## config.mk

```make
export PLATFORM = sky130hd
export DESIGN_NAME = vx_csr_drain_gate
export DESIGN_NICKNAME = d
export VERILOG_FILES = /design/src/rtl/vx_csr_drain_gate.sv
export SDC_FILE = /design/constraint.sdc
export NUM_CORES = 1
export LEC_CHECK = 0
export ABC_AREA = 1
export CAP_MARGIN = 20
export CORE_MARGIN = 3
export CORE_UTILIZATION = 45
export CTS_BUF_LIST = sky130_fd_sc_hd__clkbuf_8 sky130_fd_sc_hd__clkbuf_16
export DETAILED_ROUTE_END_ITERATION = 6
export PLACE_DENSITY = 0.81
export SLEW_MARGIN = 15
export SYNTH_ARGS = -nofsm -noshare
export SYNTH_HDL_FRONTEND = slang
export SYNTH_SLANG_ARGS = --single-unit
```

## constraint.sdc

```tcl
create_clock -name clk -period 8.4 [get_ports clk]
set_clock_uncertainty 0.2 [all_clocks]
set_input_delay 1.68 -clock clk [delete_from_list [all_inputs] [get_ports clk]]
set_output_delay 1.68 -clock clk [all_outputs]
set_load 0.1 [all_outputs]
```

## src/rtl/vx_csr_drain_gate.sv

```systemverilog
// vx_csr_drain_gate
// Holds one CSR request until every older in-flight instruction of the same
// warp has committed, then hands it to the CSR unit. Per-warp in-flight
// counters are kept from issue/commit events and also drive alm_empty.
// Optional build macro: VX_CSR_DRAIN_PERF_EN adds perf_drain_cycles and
// perf_csr_reqs counters and ports.
module vx_csr_drain_gate #(
  parameter int NUM_WARPS   = 4,
  parameter int NUM_COMMIT  = 4,
  parameter int MAX_PENDING = 15,
  parameter int DATAW       = 128,
  parameter int WID_W       = (NUM_WARPS > 1) ? $clog2(NUM_WARPS) : 1
) (
  input  logic                        clk,
  input  logic                        reset,
  input  logic                        issue_valid,
  input  logic [WID_W-1:0]            issue_wid,
  input  logic [NUM_COMMIT-1:0]       commit_valid,
  input  logic [NUM_COMMIT*WID_W-1:0] commit_wid,
  input  logic                        csr_in_valid,
  output logic                        csr_in_ready,
  input  logic [WID_W-1:0]            csr_in_wid,
  input  logic [DATAW-1:0]            csr_in_data,
  output logic                        csr_out_valid,
  input  logic                        csr_out_ready,
  output logic [DATAW-1:0]            csr_out_data,
  input  logic [WID_W-1:0]            alm_empty_wid,
  output logic                        alm_empty,
  output logic                        err_overflow
`ifdef VX_CSR_DRAIN_PERF_EN
  ,
  output logic [63:0]                 perf_drain_cycles,
  output logic [31:0]                 perf_csr_reqs
`endif
);

  localparam int CNT_W = $clog2(MAX_PENDING + 1);
  // Wide enough to hold count + 1 issue - NUM_COMMIT commits without wrap.
  localparam int AW    = CNT_W + $clog2(NUM_COMMIT + 1);

  typedef enum logic [1:0] {IDLE, DRAIN, SEND} state_e;

  state_e              state_q, state_d;
  logic [WID_W-1:0]    wid_q;
  logic [DATAW-1:0]    data_q;
  logic                err_q;
  logic [NUM_WARPS-1:0] zero_vec;   // registered pending[w] == 0
  logic [NUM_WARPS-1:0] issue_vec;  // issue this cycle targets warp w
  logic [NUM_WARPS-1:0] ovf_vec;    // warp w clamped this cycle

  // Per-warp in-flight counter with saturating/clamping update.
  for (genvar gi = 0; gi < NUM_WARPS; gi++) begin : g_warp
    logic [CNT_W-1:0] cnt_q, cnt_d;
    logic [AW-1:0]    up, dn;
    logic             ovf;

    // Net issue/commit arithmetic with clamping at 0 and MAX_PENDING.
    always_comb begin
      dn = '0;
      for (int i = 0; i < NUM_COMMIT; i++) begin
        if (commit_valid[i] && (commit_wid[i*WID_W +: WID_W] == WID_W'(gi)))
          dn = dn + AW'(1);
      end
      up  = AW'(cnt_q) + (issue_vec[gi] ? AW'(1) : AW'(0));
      ovf = 1'b0;
      if (dn > up) begin
        cnt_d = '0;
        ovf   = 1'b1;
      end else if ((up - dn) > AW'(MAX_PENDING)) begin
        cnt_d = CNT_W'(MAX_PENDING);
        ovf   = 1'b1;
      end else begin
        cnt_d = CNT_W'(up - dn);
      end
    end

    // Counter register.
    always_ff @(posedge clk or posedge reset) begin
      if (reset) cnt_q <= '0;
      else       cnt_q <= cnt_d;
    end

    assign issue_vec[gi] = issue_valid && (issue_wid == WID_W'(gi));
    assign zero_vec[gi]  = (cnt_q == '0);
    assign ovf_vec[gi]   = ovf;
  end

  // A warp is drained when its registered count is zero and nothing is being
  // issued to it right now. Untracked warp IDs have nothing in flight.
  function automatic logic drained(input logic [WID_W-1:0] w);
    if (32'(w) >= NUM_WARPS) return 1'b1;
    return zero_vec[w] && !issue_vec[w];
  endfunction

  assign alm_empty    = (32'(alm_empty_wid) >= NUM_WARPS) || zero_vec[alm_empty_wid];
  assign csr_out_data = data_q;
  assign err_overflow = err_q;

  // State register.
  always_ff @(posedge clk or posedge reset) begin
    if (reset) state_q <= IDLE;
    else       state_q <= state_d;
  end

  // Next-state: accept, wait for drain, then wait for the CSR unit.
  always_comb begin
    state_d = state_q;
    unique case (state_q)
      IDLE:    if (csr_in_valid) state_d = drained(csr_in_wid) ? SEND : DRAIN;
      DRAIN:   if (drained(wid_q)) state_d = SEND;
      SEND:    if (csr_out_ready) state_d = IDLE;
      default: state_d = IDLE;
    endcase
  end

  // Outputs decoded from the registered state only.
  always_comb begin
    csr_in_ready  = (state_q == IDLE);
    csr_out_valid = (state_q == SEND);
  end

  // Capture the request into the hold registers on accept.
  always_ff @(posedge clk or posedge reset) begin
    if (reset) begin
      wid_q  <= '0;
      data_q <= '0;
    end else if ((state_q == IDLE) && csr_in_valid) begin
      wid_q  <= csr_in_wid;
      data_q <= csr_in_data;
    end
  end

  // Sticky overflow/underflow flag.
  always_ff @(posedge clk or posedge reset) begin
    if (reset) err_q <= 1'b0;
    else       err_q <= err_q | (|ovf_vec);
  end

`ifdef VX_CSR_DRAIN_PERF_EN
  logic [63:0] perf_drain_q;
  logic [31:0] perf_reqs_q;

  // Stall cycles (draining or back-pressured) and accepted-request counts.
  always_ff @(posedge clk or posedge reset) begin
    if (reset) begin
      perf_drain_q <= '0;
      perf_reqs_q  <= '0;
    end else begin
      if ((state_q == DRAIN) || ((state_q == SEND) && !csr_out_ready))
        perf_drain_q <= perf_drain_q + 64'd1;
      if ((state_q == IDLE) && csr_in_valid)
        perf_reqs_q <= perf_reqs_q + 32'd1;
    end
  end

  assign perf_drain_cycles = perf_drain_q;
  assign perf_csr_reqs     = perf_reqs_q;
`endif

endmodule

```

==> impl_results.md <==
- Die area: 0.0183 mm2
- TritonCTS Buffers: 17
- Tcrit/Tclk final: 65.6%
- DR vias/cell: 4.82
- Final Wtd Congestion: 0.830
- Count leader, synth: dfrtp_1
- Area Growth Syn to Fin: 47.1%
- Initial antenna violation count: 6
- Crit-path cells: clkdlybuf4s50_1 > nand3_1 > o21ai_0 > nand2_1 > nand2_1 > clkdlybuf4s50_1
- Synth top area share: 49.7%
- Status: finished, final reports clean
- Worst-skew pair later-pin latency: 0.41 ns
- Bufs on Longest Clock Path: 2
- Worst EP required: 6.52 ns
- CP Launch Type: input port
- Gr usage total: 23.3%
- Setup crit end kind: output pin
- Hpwl dp: 16500 um
- Vias in the first global route: 5579
- Post-CTS setup buffer count: 0
- Cts repair resizes: 0
- Final WL: 21600 um
- Post-synthesis cell count: 626
- Count of hold buffers inserted by post-cts repair: 0
- Total Nets Final: 1109
- CORE AREA: 0.0161 mm2
- Max Cap Viol: 0
- Fin. Hold Viols: 0
- Sequential share of the synthesized area: 49.7%
- Die width: 135 um
- Global-route wire length before repair: 32100 um
- Hold Path Class: register to register
- Max Fanout on Critical Path: 4
- IO Pins: 283
- Predominant post-synthesis flop cell: dfrtp_1
- Drt drc: 0
- Total gr overflow: 0
- EDFF count, synth: 0
- Iteration-0 DRC count of the detailed router: 259
- RSZ-0062 raised after global routing: no
- Max frequency: 0.181 GHz
- Clock Pin Slew Worst Setup and Hold Paths: 0.06 ns
- Drt wl/cell: 18.8 um
- Root Buffer: clkbuf_16
- Layout cells sized above 1: 17.6%
- Synth cell count leaders: 149 x dfrtp_1, 87 x inv_1, 76 x mux2_4, 71 x nand2_1, 52 x mux2_2
- Arrival time worst endpoint: 3.63 ns
- Detailed Routing Iterations Pass 1: 4
- Leading area contributor after synthesis: dfrtp_1
- Slowest stage delay, CP: 1.12 ns
- Synth unique cells: 26
- Synthesized flop and latch total: 149
- I/O Buffers: 282
- Crit Path Category: input port to output pin
- Yosys warning count: 0
- Fin. max-slew vios: 0
- Via count: 5518
- Clk sink count: 149
- Final worst slack: 2.89 ns
- Final Setup Violations: 0
- Setup Total Neg Slack: 0 ns
- Mapped cell area: 0.00751 mm2
- Max-slew headroom: 27.0%
- CTS tree: built
- Ys async rst share: 100%
- Post-synthesis average cell area: 12.0 um2
- Htree depth: 4
- Row count: 46
- Antenna Nets Post-Route: 0
- Filler cells: 1187
- Largest net degree at the start of global routing: 80
- Post-layout min period: 5.51 ns
- Effective utilization at floorplan: 46.6%
- Slew @ Worst Pin: 1.09 ns
- Synth top area cells: dfrtp_1 50%, mux2_4 15%, mux2_2 7.8%
- Die height: 135 um
- DP Area: 0.0105 mm2
- Pre-CTS setup slack: 2.88 ns
- CP max stage cell: clkdlybuf4s50_1
- Design area: 0.0110 mm2
-- cell usage in the layout (no fill, tap or decap), drive strengths merged, types with 12 or more instances in the layout --
master | netlist | final
nand3 | 30 | 30
nor3 | 13 | 13
ha | 36 | 36
nor2 | 17 | 17
clkbuf | 0 | 20
clkdlybuf4s50 | 0 | 282
a21oi | 12 | 12
xnor2 | 13 | 13
xor2 | 16 | 16
mux2 | 128 | 128
inv | 87 | 87
nand2 | 72 | 72
o21ai | 23 | 23
dfrtp | 149 | 149
-- registers in the layout, indices dropped and copies added, names as in the netlist --
signal,cells
err_overflow,1
wid_q,2
g_warp.cnt_q,16
csr_out_data,128
state_q,2
-- cells by family after synthesis --
kind of cell,after synthesis,share of synthesized area [%]
muxes,128,23.0
xor gates and xnor gates,29,3.38
and+or+nand+nor,140,8.18
other,1,0.0500
DFF,149,49.7
adders and majority gates,40,7.07
AOI/OAI and AO/OA,38,2.62
buffers and inverters,101,6.03
-- layout make-up --
class | instances | area (um2) | area share, %
diodes | 1 | 2.50 | 0.0227
clock buffers | 20 | 467 | 4.23
clock inverters | 9 | 57.6 | 0.521
inverters | 87 | 332 | 3.00
multi-input cells | 379 | 3350 | 30.3
flip-flops and latches | 149 | 3730 | 33.8
well taps | 216 | 270 | 2.45
repair buffers | 284 | 2840 | 25.7
-- metal layers --
layer  wire (um)  global-route usage, %  vias to the layer above
li1            -                      -                     2650
met3        1580                   8.25                       35
met1        8160                   25.7                     2651
met4         592                   8.62                       10
met2       11200                   41.5                      172
met5          66                      0                        -
-- path summary, 6_finish.rpt --
path	start	to	slack, ns	depth (start not counted)
setup / recovery	alm_empty_wid[0]	alm_empty	2.89	6
hold / removal	csr_out_data[50]	csr_out_data[50]	0.30	1
setup reg to reg	state_q[0]	csr_out_data[46]	5.68	4
hold reg to reg	csr_out_data[50]	csr_out_data[50]	0.30	1
max in group asynchronous	reset	csr_out_data[107]	5.02	3
min in group asynchronous	reset	csr_out_data[52]	1.55	2
-- stage by stage --
step                      instances  util (%)  hold slack (ns)
after CTS                      1144      68.5            0.305
after global placement         1115      65.3            0.286
after floorplan                 629         -            0.267
after detailed placement       1115      65.3            0.291
after global routing           1145      68.5            0.313
final                          1145      68.5            0.301
-- worst max-delay path: cells and delay by family --
family / cells / cell delay, ns
AO/OA/AOI/OAI: 1 / 0.09
buffers and inverters: 2 / 1.64
AND/OR/NAND/NOR: 3 / 0.22
Power is not shown: default switching activity piles up to over one toggle a cycle in this logic, so the estimate is an artifact.
